**config.mk**
```make
export PLATFORM = sky130hd
export DESIGN_NAME = resp_mux_lock
export DESIGN_NICKNAME = d
export VERILOG_FILES = /design/src/rtl/resp_mux_lock.sv
export SDC_FILE = /design/constraint.sdc
export NUM_CORES = 1
export LEC_CHECK = 0
export CAP_MARGIN = 15
export CORE_MARGIN = 3
export CORE_UTILIZATION = 49
export CTS_CLUSTER_DIAMETER = 30
export CTS_CLUSTER_SIZE = 10
export DETAILED_ROUTE_END_ITERATION = 10
export PLACE_DENSITY = 0.86
export SYNTH_ARGS = -nofsm -noshare
export SYNTH_HDL_FRONTEND = slang
export SYNTH_SLANG_ARGS = --single-unit
```
**constraint.sdc**
```tcl
create_clock -name clk -period 2.6 [get_ports clk]
set_clock_uncertainty 0.05 [all_clocks]
set_input_delay 0.26 -clock clk [delete_from_list [all_inputs] [get_ports clk]]
set_output_delay 0.26 -clock clk [all_outputs]
set_load 0.05 [all_outputs]
```
**src/rtl/resp_mux_lock.sv**
```systemverilog
// resp_mux_lock: N-to-1 slave response mux with a per-transaction select lock.
// Reports unmapped selects and timeouts. Optional macro: RESP_MUX_REG_OUT_EN.

module resp_mux_lock #(
   parameter int NUM_SLAVES = 3,
   parameter int WIDTH      = 1,
   parameter int SEL_W      = 2,
   parameter int TIMEOUT    = 255
) (
   input  logic                        clk,
   input  logic                        rstn,
   input  logic [SEL_W-1:0]            sel_in,
   input  logic                        sel_load,
   input  logic                        txn_done,
   input  logic [NUM_SLAVES*WIDTH-1:0] in_data,
   input  logic [NUM_SLAVES-1:0]       in_valid,
   output logic [WIDTH-1:0]            out_data,
   output logic                        out_valid,
   output logic                        busy,
   output logic [SEL_W-1:0]            sel_active,
   output logic                        err,
   output logic [1:0]                  err_code
);

   localparam int CNT_W = (TIMEOUT > 1) ? $clog2(TIMEOUT + 1) : 1;
   localparam logic [CNT_W-1:0] CNT_MAX = '1;
   localparam logic [CNT_W-1:0] CNT_THR = CNT_W'(TIMEOUT - 1);
   localparam logic [SEL_W:0]   NS_LIM  = (SEL_W + 1)'(NUM_SLAVES);

   localparam logic [1:0] CODE_NONE  = 2'b00;
   localparam logic [1:0] CODE_UNMAP = 2'b01;
   localparam logic [1:0] CODE_TMO   = 2'b10;

   typedef enum logic [1:0] {
      IDLE   = 2'd0,
      ACTIVE = 2'd1,
      ERROR  = 2'd2
   } state_t;

   state_t           state;
   state_t           state_nx;
   logic [SEL_W-1:0] sel_q;
   logic [SEL_W-1:0] sel_nx;
   logic [CNT_W-1:0] cnt;
   logic [CNT_W-1:0] cnt_nx;
   logic [1:0]       code;
   logic [1:0]       code_nx;

   logic [WIDTH-1:0] mux_data;
   logic             mux_valid;
   logic             mapped;
   logic             tmo_hit;
   logic             act;

   // select the locked slave's response lines
   always_comb begin
      mux_data  = '0;
      mux_valid = 1'b0;
      for (int k = 0; k < NUM_SLAVES; k++) begin
         if (sel_q == SEL_W'(k)) begin
            mux_data  = in_data[k*WIDTH +: WIDTH];
            mux_valid = in_valid[k];
         end
      end
   end

   assign mapped  = ({1'b0, sel_in} < NS_LIM);
   assign tmo_hit = (TIMEOUT > 0) && !mux_valid && (cnt == CNT_THR);
   assign act     = (state == ACTIVE);

   // next-state: lock, classify, count idle cycles, release on txn_done
   always_comb begin
      state_nx = state;
      sel_nx   = sel_q;
      cnt_nx   = cnt;
      code_nx  = code;
      unique case (state)
         IDLE: begin
            if (sel_load) begin
               cnt_nx = '0;
               if (mapped) begin
                  state_nx = ACTIVE;
                  sel_nx   = sel_in;
                  code_nx  = CODE_NONE;
               end else begin
                  state_nx = ERROR;
                  sel_nx   = '0;
                  code_nx  = CODE_UNMAP;
               end
            end
         end
         ACTIVE, ERROR: begin
            if (txn_done) begin
               cnt_nx = '0;
               if (sel_load && mapped) begin
                  state_nx = ACTIVE;
                  sel_nx   = sel_in;
                  code_nx  = CODE_NONE;
               end else if (sel_load) begin
                  state_nx = ERROR;
                  sel_nx   = '0;
                  code_nx  = CODE_UNMAP;
               end else begin
                  state_nx = IDLE;
                  sel_nx   = '0;
                  code_nx  = CODE_NONE;
               end
            end else if (state == ACTIVE) begin
               if (tmo_hit) begin
                  state_nx = ERROR;
                  code_nx  = CODE_TMO;
               end else if (mux_valid) begin
                  cnt_nx = '0;
               end else if (cnt != CNT_MAX) begin
                  cnt_nx = cnt + CNT_W'(1);
               end
            end
         end
         default: begin
            state_nx = IDLE;
            sel_nx   = '0;
            cnt_nx   = '0;
            code_nx  = CODE_NONE;
         end
      endcase
   end

   // state, lock, counter and error code registers
   always_ff @(posedge clk or negedge rstn) begin
      if (!rstn) begin
         state <= IDLE;
         sel_q <= '0;
         cnt   <= '0;
         code  <= CODE_NONE;
      end else begin
         state <= state_nx;
         sel_q <= sel_nx;
         cnt   <= cnt_nx;
         code  <= code_nx;
      end
   end

`ifdef RESP_MUX_REG_OUT_EN
   logic [WIDTH-1:0] od_q;
   logic             ov_q;

   // one-cycle registered return path; zero outside ACTIVE
   always_ff @(posedge clk or negedge rstn) begin
      if (!rstn) begin
         od_q <= '0;
         ov_q <= 1'b0;
      end else begin
         od_q <= act ? mux_data : '0;
         ov_q <= act & mux_valid;
      end
   end

   assign out_data  = od_q;
   assign out_valid = ov_q;
`else
   assign out_data  = act ? mux_data : '0;
   assign out_valid = act & mux_valid;
`endif

   assign busy       = (state != IDLE);
   assign err        = (state == ERROR);
   assign err_code   = code;
   assign sel_active = sel_q;

endmodule

```
==> results.cfg, run 1 <==
[status]
status = complete, no violations

[cts]
clockRootBuffer = clkbuf_4
ctsResizeCount = 0
htree_num_levels = 1
clock-sinks = 14
holdBufCountCts = 0
clk_path_buf_depth = 2
cts_made_buffers = 3
clk_pin_slew_ns = 0.09
clk_latency_ns = 0.28
cts_setup_buffers = 0
tritoncts = built

[layout]
fillCellCount = 150
regArea_um2 = 350
multi_input_area_um2 = 549
antenna_cells = 0
synthToLayoutAreaGrowth_pct = 26.1
drive_gt1_share_pct = 10.8
mostFrequentLayoutCells = 19 x clkdlybuf4s50_1, 14 x dfrtp_1, 9 x inv_1, 7 x nor2_1, 7 x a21oi_1
layout.nets = 139
mostFrequentLayoutCell = clkdlybuf4s50_1

[pwr]
leakagePower_uw = 0.000491
power_density_nw_per_um2 = 1010
power_uw = 1200
ir_worst_vdd_mv = 0.847

[floorplanning]
start_util_pct = 53.5
coreArea_um2 = 1760
row_count = 15
die_h_um = 49.9
top_level_ports = 20
die_w_um = 49.9
dieArea_um2 = 2490

[synth]
synth_top_area_share_pct = 37.1
seq_area_frac_synth_pct = 37.1
ys_warn_count = 0
ys_seq_elements = 14
syn-cell-area_um2 = 945
synth_top_cell_by_area = dfrtp_1
synth_area_per_cell_um2 = 9.64
syn_inst = 98
synthTopCellsByArea = dfrtp_1 37%, ha_1 7.9%, mux2i_1 4.2%
yosysUniqueCellTypes = 37
syn_nets = 116

[drt]
wl_per_cell_um = 14.9
first_iter_violations = 23
ant_nets = 0
drt-total-wl_mm = 2.17
via_per_inst = 5.96
dr.pass1.iters = 6
drc = 0
num_vias = 864

[critical_path]
r2r-start = state[0]$_DFFE_PN0P_
crit_slowest_cell = clkdlybuf4s50_1
path_class = reg2out
rrSetupSlack_ns = 0.51
ff2ff_path_depth = 6
r2r_end = cnt[1]$_DFFE_PN0P_
worstPathMaxFanout = 5
worst_setup_path_start_kind = register
max_stage_delay_ns = 0.81
worstPathArrival_ns = 2.10
cp-end-kind = output port
crit_top_cell = inv_1
worst-endpoint-required_ns = 2.29
worstPathCellList = inv_1 -> ha_1 -> inv_1 -> nor2_1 -> clkdlybuf4s50_1

[timing]
finalSetupViolations = 0
slew_viol_final = 0
max_freq_mhz = 415
whs_ns = 0.302
min_period_ns = 2.41
finalHoldViolations = 0
fin_crit_sh_pct = 92.7
max_slew_margin_pct = 51.5
tns_ns = 0
worstMarginPinSlew_ns = 0.723
rsz0062_at_grt = false

[grt]
grt_pass1_wl_mm = 3.90
grt-ovfl-total = 0
antenna_found_initial = 0
grt_pass1_vias = 906
grt_max_degree = 15
grt_usage_pct = 20.2

[worst_hold_path]
hold_class = in2async

[flow_run]
max_cap_viol_count = 0

[placement]
hpwl_mm = 1.63
port_buffers = 19
gp_congestion = 0.788
## synthesized netlist by cell type
library cell and n:
a211oi_1 1, a21oi_1 7, a31oi_1 3, a32o_1 2, a41o_1 1, and2_2 1, and3_1 1, and4_1 1
buf_6 1, dfrtp_1 14, ha_1 6, inv_1 9, mux2_2 3, mux2i_1 4, nand2_1 3, nand2b_1 1
nand2b_2 1, nand2b_4 1, nand3_1 2, nand3b_1 1, nand4_1 3, nor2_1 7, nor3_2 1, nor3b_1 1
nor4_1 1, o2111ai_1 1, o211ai_1 1, o21a_1 3, o21ai_0 4, o21ai_2 1, o22ai_1 1, o31ai_1 3
o41ai_1 1, or3_1 2, or3_2 1, or4_1 2, or4b_1 2
## worst max-delay path by stage
stage	slack (ns)	endpoint	start
after detailed placement	0.39	out_data	in_data[0]
after floorplan	0.60	out_valid	sel_active[0]$_DFFE_PN0P_
after global placement	0.42	out_valid	in_valid[0]
after CTS	0.19	out_data	state[1]$_DFFE_PN0P_
final	0.19	out_data	state[1]$_DFFE_PN0P_
after global routing	0.12	out_data	state[1]$_DFFE_PN0P_
## power breakdown
part	total, µW	leakage [µW]	switching (µW)	internal (µW)
clock	160	0.0000210	74.5	85.2
sequential	311	0.000189	48.0	263
combinational	729	0.000280	458	271
## state kept, by name (all words and copies together) (netlist names)
signal and count:
sel_active 2, err_code 2, cnt 8, state 2
## critical path, delay by kind of cell (launching register included)
family	cells	cell delay, ns
buf+inv	3	1.00
fa+ha+maj	1	0.27
simple gates	1	0.13
flops	1	0.42
## cell families (layout without fill, tap and decap cells)
logic type,count (synthesis),count (layout),synth area share [%]
AND/OR/NAND/NOR,32,32,21.6
AO/OA/AOI/OAI,29,29,20.8
flip-flops,14,14,37.1
buffers and inverters,10,32,4.77
multiplexers,7,7,7.81
adder cells (fa/ha/maj),6,6,7.95
## per-stage QoR
stage,cell area (µm²),cells,util [%],worst slack [ns]
final,1190,145,67.5,0.189
after global routing,1190,145,67.5,0.119
after CTS,1190,145,67.5,0.186
after detailed placement,1150,141,65.5,0.393
after global placement,1150,141,65.5,0.418
after floorplan,945,98,-,0.596
## cell type report
cell class	instances	area share, %
multi-input cells	74	46.1
well taps	25	2.63
inverters	9	2.84
clock buffers	4	3.05
flip-flops and latches	14	29.4
repair buffers	19	16.0
## metal layers
metal | track usage [%] | routed length [µm] | vias to the layer above
li1 | - | - | 416
met1 | 24.2 | 977 | 414
met2 | 33.9 | 1040 | 30
met3 | 3.63 | 118 | 4
met4 | 10.6 | 27 | 0
met5 | 0 | 0 | -
(Power assumes the default switching activity.)
==> run 2: changes to the inputs <==
- CORE_UTILIZATION: 49 -> 53
- PLACE_DENSITY: 0.86 -> 0.92
- clock period: 2.6 -> 2.9 ns (I/O delays scaled with it)
==> run 2 against run 1 <==
Register-to-register slack gained 0.30 ns. Combinational power shrank 11%. Core utilization increased by 6.3 points. Critical path type unchanged. Critical endpoint unchanged. Highest routed layer unchanged.
==> results.cfg, run 2 (synthesis gave the netlist of run 1 again) <==
[status]
status = complete, no violations

[critical_path]
worst_setup_path_start_kind = register
worstPathArrival_ns = 2.02
r2r_end = cnt[1]$_DFFE_PN0P_
ff2ff_path_depth = 6
worst-endpoint-required_ns = 2.56
cp-end-kind = output port
r2r-start = state[0]$_DFFE_PN0P_
rrSetupSlack_ns = 0.81
worstPathMaxFanout = 5
path_class = reg2out

[grt]
grt_pass1_wl_mm = 3.39
grt_pass1_vias = 836
grt_max_degree = 15
grt_usage_pct = 20.7
grt-ovfl-total = 0
antenna_found_initial = 0

[cts]
clk_latency_ns = 0.28
holdBufCountCts = 0
clockRootBuffer = clkbuf_4
cts_setup_buffers = 0
cts_made_buffers = 3
htree_num_levels = 1
clk_path_buf_depth = 2
clk_pin_slew_ns = 0.08
clock-sinks = 14
tritoncts = built
ctsResizeCount = 0

[floorplanning]
top_level_ports = 20
row_count = 14
die_w_um = 48.2
dieArea_um2 = 2330
coreArea_um2 = 1590
start_util_pct = 59.3
die_h_um = 48.2

[timing]
max_slew_margin_pct = 52.4
rsz0062_at_grt = false
whs_ns = 0.351
tns_ns = 0
finalSetupViolations = 0
slew_viol_final = 0
worstMarginPinSlew_ns = 0.710
finalHoldViolations = 0
fin_crit_sh_pct = 81.4
min_period_ns = 2.36
max_freq_mhz = 424

[layout]
synthToLayoutAreaGrowth_pct = 24.5
largest_register_ffs = 8
antenna_cells = 0
mostFrequentLayoutCell = clkdlybuf4s50_1
fillCellCount = 117
final_area_um2 = 1180
regArea_um2 = 350
multi_input_area_um2 = 549
regMostFlops = cnt
final_util_pct = 73.8
layout.nets = 139
drive_gt1_share_pct = 10.1
mostFrequentLayoutCells = 19 x clkdlybuf4s50_1, 14 x dfrtp_1, 9 x inv_1, 7 x nor2_1, 7 x a21oi_1

[drt]
drt-total-wl_mm = 2.29
ant_nets = 0
wl_per_cell_um = 16.0
first_iter_violations = 22
via_per_inst = 6.36
dr.pass1.iters = 4
num_vias = 909
drc = 0

[placement]
port_buffers = 19
hpwl_mm = 1.71
gp_congestion = 0.839
placed_area_um2 = 1150

[pwr]
power_density_nw_per_um2 = 883
ir_worst_vdd_mv = 0.637
power_uw = 1040
leakagePower_uw = 0.000484

[flow_run]
max_cap_viol_count = 0

[worst_hold_path]
hold_class = in2async
## run 2: cell count changes in the layout (fill, tap and decap cells not counted), sizes merged
cell    delta
clkbuf     -1
## run 2: cell type report
| cell class | instances | area share [%] |
|---|---|---|
| clock buffer | 3 | 1.91 |
| multi-input combinational | 74 | 46.7 |
| inverter | 9 | 2.87 |
| sequential | 14 | 29.8 |
| timing repair buffer | 19 | 16.2 |
| tap | 24 | 2.55 |
## run 2: worst max path at each step
stage	from	end	slack, ns	cells past startpoint
after floorplan	sel_active[0]$_DFFE_PN0P_	out_valid	0.87	3
after global placement	in_valid[1]	out_valid	0.66	5
after detailed placement	in_valid[0]	out_valid	0.62	5
after CTS	state[1]$_DFFE_PN0P_	out_data	0.53	5
after global routing	state[1]$_DFFE_PN0P_	out_data	0.41	5
final	state[1]$_DFFE_PN0P_	out_data	0.54	5
## run 2: through the flow
| stage | instances | worst slack [ns] |
|---|---|---|
| floorplan | 98 | 0.866 |
| global placement | 140 | 0.662 |
| detailed placement | 140 | 0.624 |
| CTS | 143 | 0.527 |
| global route | 143 | 0.413 |
| finish | 143 | 0.539 |
## run 2: report_power, final
part	leakage [µW]	internal, µW	switching (µW)
combinational	0.000280	243	408
sequential	0.000189	236	43.5
clock	0.0000138	48.2	59.0
## run 2: metal layers
layer	vias to the layer above	track usage (%)	wire length, µm
met1	453	23.0	978
met5	-	0	0
met4	0	8.06	37
li1	419	-	-
met2	29	38.0	1150
met3	8	4.06	132
## run 2: worst max-delay path, stage by stage (launching register included)
cell             delay (ns)
dfrtp_1                0.41
inv_1                  0.08
ha_1                   0.25
inv_1                  0.08
nor2_1                 0.11
clkdlybuf4s50_1        0.81
